## src/rtl/lcd_pkg.sv

```systemverilog
// rtl/lcd_pkg.sv - shared state encodings and LCD command bytes for the phrase driver
package lcd_pkg;

   typedef enum logic [2:0] {
      PWR_WAIT,
      INIT,
      IDLE,
      SET_ADDR,
      WRITE_CHAR,
      CLR_WAIT
   } lcd_state_e;

   // PH_START only occurs between IDLE and the first SETUP of a refresh.
   typedef enum logic [1:0] {
      PH_START,
      PH_SETUP,
      PH_STROBE,
      PH_HOLD
   } lcd_phase_e;

   localparam logic [7:0] CMD_FUNC_1L = 8'h30;
   localparam logic [7:0] CMD_FUNC_2L = 8'h38;
   localparam logic [7:0] CMD_DISP_ON = 8'h0C;
   localparam logic [7:0] CMD_ENTRY   = 8'h06;
   localparam logic [7:0] CMD_CLEAR   = 8'h01;
   localparam logic [7:0] CMD_ROW0    = 8'h80;
   localparam logic [7:0] CMD_ROW1    = 8'hC0;

   localparam int PWR_WAIT_TICKS = 20;

   function automatic logic [7:0] init_cmd(input logic [1:0] idx, input logic two_rows);
      logic [7:0] cmd;
      unique case (idx)
         2'd0:    cmd = two_rows ? CMD_FUNC_2L : CMD_FUNC_1L;
         2'd1:    cmd = CMD_DISP_ON;
         2'd2:    cmd = CMD_ENTRY;
         default: cmd = CMD_CLEAR;
      endcase
      return cmd;
   endfunction

endpackage

```

## src/rtl/lcd_tick_gen.sv

```systemverilog
// rtl/lcd_tick_gen.sv - one-clock tick every DIV clocks, counter 0..DIV-1
module lcd_tick_gen #(
   parameter int DIV = 2
) (
   input  logic clock50MHz,
   input  logic reset,
   output logic tick
);

   localparam int CW = (DIV > 1) ? $clog2(DIV) : 1;
   localparam logic [CW-1:0] LAST = CW'(DIV - 1);

   logic [CW-1:0] cnt_q, cnt_d;

   assign tick = (cnt_q == LAST);

   always_comb begin
      cnt_d = tick ? '0 : cnt_q + CW'(1);
   end

   always_ff @(posedge clock50MHz or negedge reset) begin
      if (!reset) cnt_q <= '0;
      else        cnt_q <= cnt_d;
   end

endmodule

```

## src/rtl/lcd_phrase_driver.sv

```systemverilog
// rtl/lcd_phrase_driver.sv - HD44780-style driver: power wait, init, then full-screen refresh per request
module lcd_phrase_driver
   import lcd_pkg::*;
#(
   parameter int CLK_HZ  = 50_000_000,
   parameter int TICK_HZ = 500,
   parameter int COLS    = 16,
   parameter int ROWS    = 2,
   localparam int ADDR_W = (ROWS * COLS > 1) ? $clog2(ROWS * COLS) : 1
) (
   input  logic              clock50MHz,
   input  logic              reset,
   input  logic              start,
   input  logic [7:0]        char_data,
   output logic [ADDR_W-1:0] char_addr,
   output logic              busy,
   output logic              RS,
   output logic              RW,
   output logic              E,
   output logic [7:0]        DB
);

   localparam int DIV   = CLK_HZ / TICK_HZ;
   localparam int COL_W = 6;
   localparam logic [COL_W-1:0] LAST_COL = COL_W'(COLS - 1);
   localparam logic LAST_ROW = 1'(ROWS - 1);
   localparam logic TWO_ROWS = (ROWS == 2);

   logic tick;

   lcd_state_e        state_q, state_d;
   lcd_phase_e        phase_q, phase_d;
   logic [4:0]        cnt_q, cnt_d;
   logic              row_q, row_d;
   logic [COL_W-1:0]  col_q, col_d;
   logic [ADDR_W-1:0] addr_q, addr_d;
   logic              pend_q, pend_d;
   logic              busy_q, busy_d;
   logic              rs_q, rs_d;
   logic              e_q, e_d;
   logic [7:0]        db_q, db_d;
   logic              load_char;

   lcd_tick_gen #(.DIV(DIV)) u_tick (
      .clock50MHz (clock50MHz),
      .reset      (reset),
      .tick       (tick)
   );

   // Every write is SETUP -> STROBE -> HOLD; the tick that ends HOLD loads the next SETUP.
   always_comb begin
      state_d   = state_q;
      phase_d   = phase_q;
      cnt_d     = cnt_q;
      row_d     = row_q;
      col_d     = col_q;
      addr_d    = addr_q;
      pend_d    = pend_q;
      busy_d    = busy_q;
      rs_d      = rs_q;
      e_d       = e_q;
      db_d      = db_q;
      load_char = 1'b0;

      if (start && state_q != IDLE) pend_d = 1'b1;

      if (state_q == IDLE) begin
         if (start || pend_q) begin
            state_d = SET_ADDR;
            phase_d = PH_START;
            busy_d  = 1'b1;
            pend_d  = 1'b0;
            row_d   = 1'b0;
            col_d   = '0;
            addr_d  = '0;
         end
      end else if (tick) begin
         unique case (state_q)
            PWR_WAIT: begin
               if (cnt_q == 5'(PWR_WAIT_TICKS - 1)) begin
                  state_d = INIT;
                  phase_d = PH_SETUP;
                  cnt_d   = '0;
                  rs_d    = 1'b0;
                  db_d    = init_cmd(2'd0, TWO_ROWS);
               end else begin
                  cnt_d = cnt_q + 5'd1;
               end
            end
            CLR_WAIT: begin
               state_d = IDLE;
               busy_d  = 1'b0;
            end
            default: begin
               unique case (phase_q)
                  PH_SETUP: begin
                     e_d     = 1'b1;
                     phase_d = PH_STROBE;
                  end
                  PH_STROBE: begin
                     e_d     = 1'b0;
                     phase_d = PH_HOLD;
                  end
                  default: begin
                     phase_d = PH_SETUP;
                     unique case (state_q)
                        INIT: begin
                           if (cnt_q == 5'd3) begin
                              state_d = CLR_WAIT;
                           end else begin
                              cnt_d = cnt_q + 5'd1;
                              rs_d  = 1'b0;
                              db_d  = init_cmd(cnt_q[1:0] + 2'd1, TWO_ROWS);
                           end
                        end
                        SET_ADDR: begin
                           if (phase_q == PH_START) begin
                              rs_d = 1'b0;
                              db_d = row_q ? CMD_ROW1 : CMD_ROW0;
                           end else begin
                              state_d   = WRITE_CHAR;
                              load_char = 1'b1;
                           end
                        end
                        default: begin
                           if (col_q == LAST_COL) begin
                              if (row_q == LAST_ROW) begin
                                 state_d = IDLE;
                                 busy_d  = 1'b0;
                              end else begin
                                 state_d = SET_ADDR;
                                 row_d   = 1'b1;
                                 col_d   = '0;
                                 rs_d    = 1'b0;
                                 db_d    = CMD_ROW1;
                              end
                           end else begin
                              col_d     = col_q + COL_W'(1);
                              load_char = 1'b1;
                           end
                        end
                     endcase
                  end
               endcase
            end
         endcase
      end

      // char_addr moves to the next index as soon as the current byte is captured.
      if (load_char) begin
         rs_d   = 1'b1;
         db_d   = char_data;
         addr_d = (col_d == LAST_COL && row_d == LAST_ROW) ? '0 : addr_q + ADDR_W'(1);
      end
   end

   always_ff @(posedge clock50MHz or negedge reset) begin
      if (!reset) begin
         state_q <= PWR_WAIT;
         phase_q <= PH_SETUP;
         cnt_q   <= '0;
         row_q   <= 1'b0;
         col_q   <= '0;
         addr_q  <= '0;
         pend_q  <= 1'b0;
         busy_q  <= 1'b1;
         rs_q    <= 1'b0;
         e_q     <= 1'b0;
         db_q    <= '0;
      end else begin
         state_q <= state_d;
         phase_q <= phase_d;
         cnt_q   <= cnt_d;
         row_q   <= row_d;
         col_q   <= col_d;
         addr_q  <= addr_d;
         pend_q  <= pend_d;
         busy_q  <= busy_d;
         rs_q    <= rs_d;
         e_q     <= e_d;
         db_q    <= db_d;
      end
   end

   assign char_addr = addr_q;
   assign busy      = busy_q;
   assign RS        = rs_q;
   assign RW        = 1'b0;
   assign E         = e_q;
   assign DB        = db_q;

endmodule

```

## config.mk

```make
export PLATFORM = sky130hd
export DESIGN_NAME = lcd_phrase_driver
export DESIGN_NICKNAME = d
export VERILOG_FILES = /design/src/rtl/lcd_pkg.sv /design/src/rtl/lcd_tick_gen.sv /design/src/rtl/lcd_phrase_driver.sv
export SDC_FILE = /design/constraint.sdc
export NUM_CORES = 1
export LEC_CHECK = 0
export BUFFER_PORTS_ARGS = -buffer_cell sky130_fd_sc_hd__buf_2
export CORE_UTILIZATION = 55
export CTS_CLUSTER_SIZE = 8
export DETAILED_ROUTE_END_ITERATION = 12
export HOLD_SLACK_MARGIN = 0.1
export PLACE_DENSITY_LB_ADDON = 0.05
export SLEW_MARGIN = 20
export SYNTH_ARGS = -nofsm -noshare
export SYNTH_HDL_FRONTEND = slang
export SYNTH_SLANG_ARGS = --single-unit
```

## constraint.sdc

```tcl
create_clock -name clock50MHz -period 4.17 [get_ports clock50MHz]
set_clock_uncertainty 0.05 [all_clocks]
set_input_delay 0.834 -clock clock50MHz [delete_from_list [all_inputs] [get_ports clock50MHz]]
set_output_delay 0.834 -clock clock50MHz [all_outputs]
set_load 0.03 [all_outputs]
```

==> results_dict.tcl, run 1 <==
set metrics [dict create \
    yosysUniqueCellTypes 65 \
    n_antenna_cell 0 \
    crit_arrival_ps 2830 \
    cts-hold-fix-buffers 0 \
    detail_route.wl_per_cell_um 14.7 \
    netlist_area_um2 3080 \
    htree_levels 2 \
    slew_violations 0 \
    clk-insertion-delay-late_ps 300 \
    worstSetupStartpointType "flip-flop" \
    async_reset_ff_share_pct 100 \
    crit_type "reg -> reg" \
    drtIter0Drc 225 \
    die_w_um 76.8 \
    fill_cells 455 \
    tns_ps 0 \
    status "finished clean" \
    postSynthAreaPerCell_um2 9.08 \
    root_buffer "clkbuf_8" \
    period_minus_slack_ps 2690 \
    ios 28 \
    rsz0062_at_grt "false" \
    cp-end-kind "flip-flop" \
    grt_pass1_wl_um 11600 \
    synth_edf_count 0 \
    yosys_warnings 0 \
    peakVddDrop_v 0.000181 \
    clock_path_buffers 2 \
    path_clk_slew_ps 90 \
    dieHeight_um 76.8 \
    io_buffers 26 \
    p_per_area_nw_per_um2 243 \
    power_leakage_nw 1.49 \
    worst_pin_slew_ps 592 \
    critical_path_required_ps 4310 \
    vias 2513 \
    start_util_pct 58.8 \
    hold_viol_final 0 \
    drive_gt1_share_pct 13.6 \
    fin_crit_sh_pct 64.5 \
    post_cts_resized 0 \
    antenna_left 0 \
    grt_antenna_before_repair 0 \
    clock-sinks 51 \
    dr.pass1.iters 5 \
    routed_wl_um 6330 \
    slew-limit-headroom_pct 60.5 \
    vias_per_cell 5.84 \
    dp_hpwl_um 4590 \
    fp.dieArea_um2 5900 \
    whs_ps 417 \
    synthesis.nets 359 \
    grt_use_total_pct 24.5 \
    num_rows 26 \
    setup_viol 0 \
    yosys_most_used_dff "dfrtp_1" \
    drv_cap 0 \
    postCtsSetupBuffers 0 \
    drc 0 \
    cts_inserted_buffers 5 \
    worstHoldPathType "reg -> reg" \
    final_nets 379 \
    overflow 0 \
    core_um2 5240 \
    path_max_fanout 17 \
    syn_inst 339 \
    grt_pass1_vias 2433 \
    routabilityCongestion 0.955 \
    syn2layout_area_growth_pct 5.94 \
    synth_seq_cells 51 \
    grt_start_max_net_pins 31 \
    max_freq_ghz 0.372 \
    cts_tree "yes" \
    seq_area_frac_synth_pct 41.5 \
]
## cell families after synthesis
family | after synthesis | share of synthesized area, %
AOI/OAI and AO/OA | 77 | 16.9
xor gates and xnor gates | 19 | 5.41
adders and majority gates | 9 | 3.66
buffers and inverters | 28 | 5.85
DFF | 51 | 41.5
muxes | 4 | 1.46
other | 1 | 0.122
and+or+nand+nor | 150 | 25.0
## cells in the final DEF (no fill, tap or decap), types with 3 or more instances in the layout
master / synthesis / routed
nand2_1: 48 / 48
nand2b_1: 5 / 5
nor4b_1: 3 / 3
o21ai_0: 18 / 18
and2_1: 3 / 3
o21ai_1: 5 / 5
mux2i_1: 3 / 3
dfrtp_1: 49 / 49
nor3_1: 3 / 3
xnor2_1: 6 / 6
a22oi_1: 7 / 7
nor2_1: 35 / 35
xor2_1: 13 / 13
a31oi_1: 4 / 4
nand4_1: 9 / 9
and3_1: 5 / 5
inv_1: 12 / 12
ha_1: 9 / 9
nor4_1: 3 / 3
clkbuf_8: 5 / 5
buf_2: 2 / 26
nand3_1: 15 / 15
or3_1: 4 / 4
a21o_1: 3 / 3
a21oi_1: 14 / 14
o31ai_1: 4 / 4
## critical path, stage by stage (launching register included)
cell and delay (ps):
dfrtp_1 450, nor4b_1 470, and4_1 650, a31oi_1 180, o31ai_1 280, o211ai_2 170
nor3_1 240, nor2_1 80
## metal layers
metal  part of all wire, %  routed length [um]  GRT usage [%]
met5                     0                   0              0
met4                   1.6                 102           8.65
met3                   5.7                 362           3.81
met2                    45                2860           38.4
met1                    47                3000           34.3
## power by group
| part | leakage, nW | switching (W) | internal (W) | total [W] |
|---|---|---|---|---|
| Sequential | 0.605 | 0.00000159 | 0.000495 | 0.000497 |
| Combinational | 0.843 | 0.0000138 | 0.00000516 | 0.0000189 |
| Clock | 0.0422 | 0.000159 | 0.000118 | 0.000277 |
| Total | 1.49 | 0.000174 | 0.000619 | 0.000793 |
## final timing paths
check / from / to / slack, ps / depth (start not counted)
hold reg to reg: phase_q[0]$_DFFE_PN1P_ / phase_q[0]$_DFFE_PN1P_ / 420 / 2
min in group asynchronous: reset / u_tick.cnt_q[14]$_DFF_PN0_ / 430 / 1
setup reg to reg: u_tick.cnt_q[6]$_DFF_PN0_ / char_addr[2]$_DFFE_PN0P_ / 1480 / 7
setup / recovery: u_tick.cnt_q[6]$_DFF_PN0_ / char_addr[2]$_DFFE_PN0P_ / 1480 / 7
max in group asynchronous: reset / phase_q[0]$_DFFE_PN1P_ / 2840 / 2
hold / removal: phase_q[0]$_DFFE_PN1P_ / phase_q[0]$_DFFE_PN1P_ / 420 / 2
## synthesized netlist by cell type, drive strengths merged, types with 2 or more instances
cell type / instances / area share, %
dfstp: 2 / 1.7
o31ai: 4 / 0.98
nor2b: 2 / 0.41
and4: 2 / 0.57
nand2: 48 / 5.9
o22ai: 2 / 0.41
or2: 2 / 0.41
and3: 5 / 1.0
nand2b: 6 / 1.5
mux2i: 3 / 0.98
and2: 3 / 0.61
o211ai: 2 / 0.65
or3: 4 / 0.81
xnor2: 6 / 1.7
nand4: 9 / 1.8
buf: 6 / 1.5
nor3: 3 / 0.49
a211o: 3 / 1.1
a21oi: 14 / 2.3
nor4: 3 / 0.61
and4b: 3 / 1.1
clkbuf: 9 / 2.7
a31oi: 4 / 0.81
nor3b: 2 / 0.65
nand3: 15 / 2.4
inv: 12 / 1.5
a21o: 3 / 0.73
ha: 9 / 3.7
o21ai: 25 / 4.3
o41ai: 2 / 0.57
xor2: 13 / 3.7
a22oi: 7 / 1.7
nor2: 35 / 4.3
nor4b: 4 / 1.3
dfrtp: 49 / 40
## flip-flops by register name, indices dropped and copies added (netlist names)
name	count
col_q	6
state_q	3
busy	1
cnt_q	5
pend_q	1
DB	8
phase_q	2
RS	1
E	1
char_addr	5
u_tick.cnt_q	17
row_q	1
## metrics by stage
| stage | total power [W] | worst slack, ps | std cells | area [um^2] | util [%] |
|---|---|---|---|---|---|
| 3_5_place_dp | 0.000527 | 1530 | 422 | 3180 | 60.7 |
| 2_1_floorplan | 0.000511 | 1840 | 339 | 3080 | - |
| 5_1_grt | 0.000818 | 1140 | 430 | 3260 | 62.3 |
| 6_report | 0.000793 | 1480 | 430 | 3260 | 62.3 |
| 4_1_cts | 0.000800 | 1500 | 430 | 3260 | 62.3 |
| 3_3_place_gp | 0.000527 | 1580 | 422 | 3180 | 60.7 |
## final cells by class
| class | instances | area [um^2] | share of cell area, % |
|---|---|---|---|
| tap | 70 | 87.6 | 2.69 |
| clock buffer | 7 | 76.3 | 2.34 |
| clock inverter | 1 | 5.00 | 0.153 |
| inverter | 13 | 48.8 | 1.50 |
| timing repair buffer | 28 | 145 | 4.45 |
| sequential | 51 | 1280 | 39.2 |
| multi-input combinational | 260 | 1620 | 49.7 |
(Power assumes the default switching activity.)
==> run 2: changes to the inputs <==
Clock period 4.17 ns to 2.8 ns, I/O delays scaled along.
==> run 2 against run 1 <==
Against the previous run: non-clock buffer count is 6 higher; design area is 2.0% higher; total power is 60% higher; clock power is 79% higher; setup slack worse by 1200 ps; clock-buffer cell count is 1 lower; critical path type unchanged; critical path depth stayed put; largest power group unchanged.
==> results_dict.tcl, run 2 (synthesis gave the netlist of run 1 again) <==
set metrics [dict create \
    status "finished clean" \
    cp-end-kind "flip-flop" \
    routabilityCongestion 0.971 \
    final_cell_mix "dfrtp_1 (49), nand2_1 (48), nor2_1 (35)" \
    dp_hpwl_um 4960 \
    pwr-share-clk_pct 39.1 \
    drtIter0Drc 236 \
    hold_viol_final 0 \
    rsz0062_at_grt "false" \
    fp.dieArea_um2 5900 \
    dp_slack_ps 234 \
    r2r_slack_ps 240 \
    drive_gt1_share_pct 15.1 \
    cts_tree "yes" \
    die_w_um 76.8 \
    layout_commonest_cell "dfrtp_1" \
    sw_frac_of_total_pct 20.3 \
    worst_pin_slew_ps 646 \
    r2r-end "DB[6]$_DFFE_PN0P_" \
    ios 28 \
    crit_type "reg -> reg" \
    slew-limit-headroom_pct 56.5 \
    fin_crit_sh_pct 91.5 \
    final.setup.worst_slack_ps 237 \
    path_max_fanout 16 \
    path_clk_slew_ps 90 \
    dr.pass1.iters 4 \
    internal_power_w 0.00101 \
    tns_ps 0 \
    antenna_left 0 \
    htree_levels 2 \
    dieHeight_um 76.8 \
    start_util_pct 58.8 \
    power_switching_w 0.000256 \
    root_buffer "clkbuf_8" \
    vias 2569 \
    grt_antenna_before_repair 0 \
    period_minus_slack_ps 2560 \
    cts_inserted_buffers 5 \
    worstHoldPathType "in -> async" \
    core_um2 5240 \
    drc 0 \
    drv_cap 0 \
    routed_wl_um 6730 \
    top_register "u_tick.cnt_q" \
    syn2layout_area_growth_pct 8.09 \
    crit_arrival_ps 2710 \
    timing.rr.start "phase_q[0]$_DFFE_PN1P_" \
    overflow 0 \
    worstSetupStartpointType "flip-flop" \
    slew_violations 0 \
    vias_per_cell 5.91 \
    clock_path_buffers 2 \
    largest_register_ffs 17 \
    setup_viol 0 \
    power_frac_seq_pct 58.5 \
    final_nets 385 \
    rr_worst_depth 7 \
    p_per_area_nw_per_um2 380 \
    post_cts_resized 0 \
    grt_use_total_pct 24.8 \
    clk-insertion-delay-late_ps 310 \
    critical_path_required_ps 2950 \
    io_buffers 26 \
    n_antenna_cell 0 \
    power_leakage_nw 1.53 \
    grt_start_max_net_pins 28 \
    pwr-share-comb_pct 2.4 \
    fill_cells 453 \
    max_freq_ghz 0.390 \
    num_rows 26 \
    clock-sinks 51 \
    grt_pass1_wl_um 11600 \
    grt_pass1_vias 2415 \
    detail_route.wl_per_cell_um 15.5 \
    peakVddDrop_v 0.000244 \
]
==> run 2: power groups by stage <==
stage          combinational, W  sequential (W)  clock, W
2_1_floorplan        0.00000506        0.000756         0
3_3_place_gp          0.0000306        0.000755         0
3_5_place_dp          0.0000310        0.000755         0
4_1_cts               0.0000311        0.000740  0.000509
5_1_grt               0.0000345        0.000740  0.000526
6_report              0.0000298        0.000740  0.000495
==> run 2: worst max-delay path, stage by stage, from the launching register on <==
cell,delay (ps)
dfstp_2,550
inv_1,60
ha_1,400
buf_4,190
a21o_1,150
a211o_1,300
a211o_4,430
mux2_4,320
==> run 2: area by class of cell <==
class,instances,area [um^2],area share (%)
Clock buffer,6,72.6,2.18
Clock inverter,1,30.0,0.903
Inverter,13,48.8,1.47
Multi-Input combinational cell,260,1620,48.7
Sequential cell,51,1280,38.4
Tap cell,70,87.6,2.63
Timing Repair Buffer,34,190,5.72
==> run 2: per-layer routing <==
| layer | up-vias | part of all wire, % | track usage (%) |
|---|---|---|---|
| met4 | 0 | 1.8 | 9.62 |
| met2 | 71 | 46 | 37.9 |
| met5 | - | 0 | 0 |
| met1 | 1229 | 48 | 35.3 |
| met3 | 12 | 4.3 | 3.93 |
| li1 | 1257 | - | - |
==> run 2: how the worst max path moves through the flow <==
stage	start	endpoint	slack (ps)	cells past startpoint
after global routing	u_tick.cnt_q[6]$_DFF_PN0_	E$_DFFE_PN0P_	30	7
after detailed placement	u_tick.cnt_q[0]$_DFF_PN0_	char_addr[1]$_DFFE_PN0P_	230	8
after CTS	u_tick.cnt_q[0]$_DFF_PN0_	char_addr[1]$_DFFE_PN0P_	210	8
after global placement	phase_q[0]$_DFFE_PN1P_	DB[6]$_DFFE_PN0P_	290	6
final	phase_q[0]$_DFFE_PN1P_	DB[6]$_DFFE_PN0P_	240	7
after floorplan	col_q[0]$_DFF_PN0_	DB[6]$_DFFE_PN0P_	470	7
==> run 2: repair_timing <==
action,in CTS,in global routing
setup endpoints to repair,0,2
hold buffers,0,0
setup buffers,0,1
==> run 2: through the flow <==
stage | instances | total power (W) | utilization, % | area, um^2 | hold WS (ps)
final | 435 | 0.00127 | 63.5 | 3330 | 208
after floorplan | 339 | 0.000761 | - | 3080 | 214
after global routing | 435 | 0.00130 | 63.5 | 3330 | 245
after global placement | 427 | 0.000785 | 61.4 | 3220 | 407
after detailed placement | 427 | 0.000786 | 61.4 | 3220 | 418
after CTS | 434 | 0.00128 | 63.4 | 3320 | 222
==> run 3: changes to the inputs <==
Settings changed: ABC_CLOCK_PERIOD_IN_PS set to 2800, BUFFER_PORTS_ARGS -buffer_cell sky130_fd_sc_hd__buf_2 to -buffer_cell sky130_fd_sc_hd__clkbuf_2.
==> run 3 against run 2 <==
Against the previous run: total power fell by 2.9%; wire length is 1.7% lower; largest cell class unchanged; first-iteration DRC count grew 9.3%; sequential share of layout area decreased by 0.32 points; non-clock buffer count rose by 4; critical endpoint unchanged.
==> results_dict.tcl, run 3 (synthesis gave the netlist of run 1 again) <==
set metrics [dict create \
    design_area_um2 3350 \
    clock_path_buffers 2 \
    core_um2 5240 \
    period_minus_slack_ps 2550 \
    dr.pass1.iters 5 \
    placed_area_um2 3250 \
    cp-end-kind "flip-flop" \
    slew-limit-headroom_pct 64.0 \
    topRoutingLayerUsed "met4" \
    clk-insertion-delay-late_ps 300 \
    htree_levels 2 \
    die_w_um 76.8 \
    io_buffers 26 \
    path_delay_family "compound AO/OA/AOI/OAI gates" \
    dp_hpwl_um 4900 \
    crit_path_cell_trace "inv_1, ha_1, o32a_1, a211o_1, a211o_4, mux2_4" \
    dr_wl_met3_um 359 \
    worstHoldPathType "in -> async" \
    largest_register_ffs 17 \
    path_buf_inv 1 \
    routabilityCongestion 0.897 \
    path_max_fanout 16 \
    cp_slowest_stage_delay_ps 550 \
    tns_ps 0 \
    syn2layout_area_growth_pct 8.98 \
    max_freq_ghz 0.392 \
    vias_per_cell 5.87 \
    critical_path_required_ps 2950 \
    drive_gt1_share_pct 16.2 \
    final_cell_mix "dfrtp_1 (49), nand2_1 (48), nor2_1 (35)" \
    dp_slack_ps 249 \
    grt_start_max_net_pins 22 \
    whs_ps 169 \
    post_cts_resized 0 \
    drc 0 \
    antenna_left 0 \
    start_util_pct 58.8 \
    routed_wl_um 6620 \
    num_rows 26 \
    drt-met1-wl_um 3130 \
    cts_inserted_buffers 5 \
    grt_antenna_before_repair 0 \
    hold_viol_final 0 \
    power_leakage_nw 1.56 \
    crit_arrival_ps 2700 \
    cts-hold-fix-buffers 0 \
    n_antenna_cell 0 \
    postCtsSetupBuffers 0 \
    cts_tree "yes" \
    layout_commonest_cell "dfrtp_1" \
    crit_type "reg -> reg" \
    final_nets 389 \
    fill_cells 465 \
    peakVddDrop_v 0.000161 \
    vias 2583 \
    grt_pass1_wl_um 11600 \
    fp.dieArea_um2 5900 \
    worst_pin_slew_ps 535 \
    ios 28 \
    fin_crit_sh_pct 91.2 \
    slowest_stage "dfstp_2" \
    drv_cap 0 \
    detail_route.wl_per_cell_um 15.0 \
    root_buffer "clkbuf_8" \
    slew_violations 0 \
    status "finished clean" \
    crit_start "phase_q[0]$_DFFE_PN1P_" \
    routed-wl-met2_um 3030 \
    setup_viol 0 \
    clock-sinks 51 \
    timing.rr.start "phase_q[0]$_DFFE_PN1P_" \
    worstSetupStartpointType "flip-flop" \
    dieHeight_um 76.8 \
    rsz0062_at_grt "false" \
    path_clk_slew_ps 90 \
    final.setup.worst_slack_ps 247 \
    top_register "u_tick.cnt_q" \
    grt_pass1_vias 2486 \
    drtIter0Drc 258 \
    overflow 0 \
    grt_use_total_pct 24.5 \
    p_per_area_nw_per_um2 366 \
]
## run 3: cell types whose count changed in the layout (fill, tap and decap cells not counted), sizes merged
cell	previous run	this run
clkbuf	6	34
bufinv	1	0
buf	34	12
## run 3: power by group
part           switching (W)  internal, W
Sequential        0.00000246     0.000738
Clock               0.000232     0.000226
Combinational      0.0000214   0.00000861
Total               0.000255     0.000972
## run 3: final timing paths
| path | slack (ps) | end | depth (start not counted) |
|---|---|---|---|
| max in group asynchronous | 1860 | col_q[2]$_DFF_PN0_ | 2 |
| min in group clock50MHz | 430 | u_tick.cnt_q[0]$_DFF_PN0_ | 1 |
| min | 170 | cnt_q[0]$_DFFE_PN0P_ | 1 |
| min reg2reg | 430 | u_tick.cnt_q[0]$_DFF_PN0_ | 1 |
| max reg2reg | 250 | DB[6]$_DFFE_PN0P_ | 6 |
| max | 250 | DB[6]$_DFFE_PN0P_ | 6 |
## run 3: per-stage QoR
step                      total power (W)  instances  util, %
after floorplan                  0.000761        339        -
after global placement           0.000786        432     62.1
after detailed placement         0.000786        432     62.1
after CTS                         0.00124        440     64.0
after global routing              0.00128        440     64.0
final                             0.00123        440     64.0
## run 3: worst register-to-register path: stages (launching register included)
cell,delay [ps]
dfstp_2,550
inv_1,60
ha_1,400
o32a_1,370
a211o_1,280
a211o_4,430
mux2_4,320
## run 3: per-layer routing
metal	vias up	global-route usage (%)
li1	1265	-
met1	1224	34.0
met2	84	38.0
met3	10	4.76
met4	0	8.27
met5	-	0
## run 3: cell type report
| cell class | instances | area [um^2] | share of cell area, % |
|---|---|---|---|
| repair buffers | 38 | 220 | 6.56 |
| inverters | 13 | 48.8 | 1.45 |
| well taps | 70 | 87.6 | 2.61 |
| clock buffers | 8 | 100 | 2.98 |
| multi-input cells | 260 | 1620 | 48.3 |
| flip-flops and latches | 51 | 1280 | 38.1 |
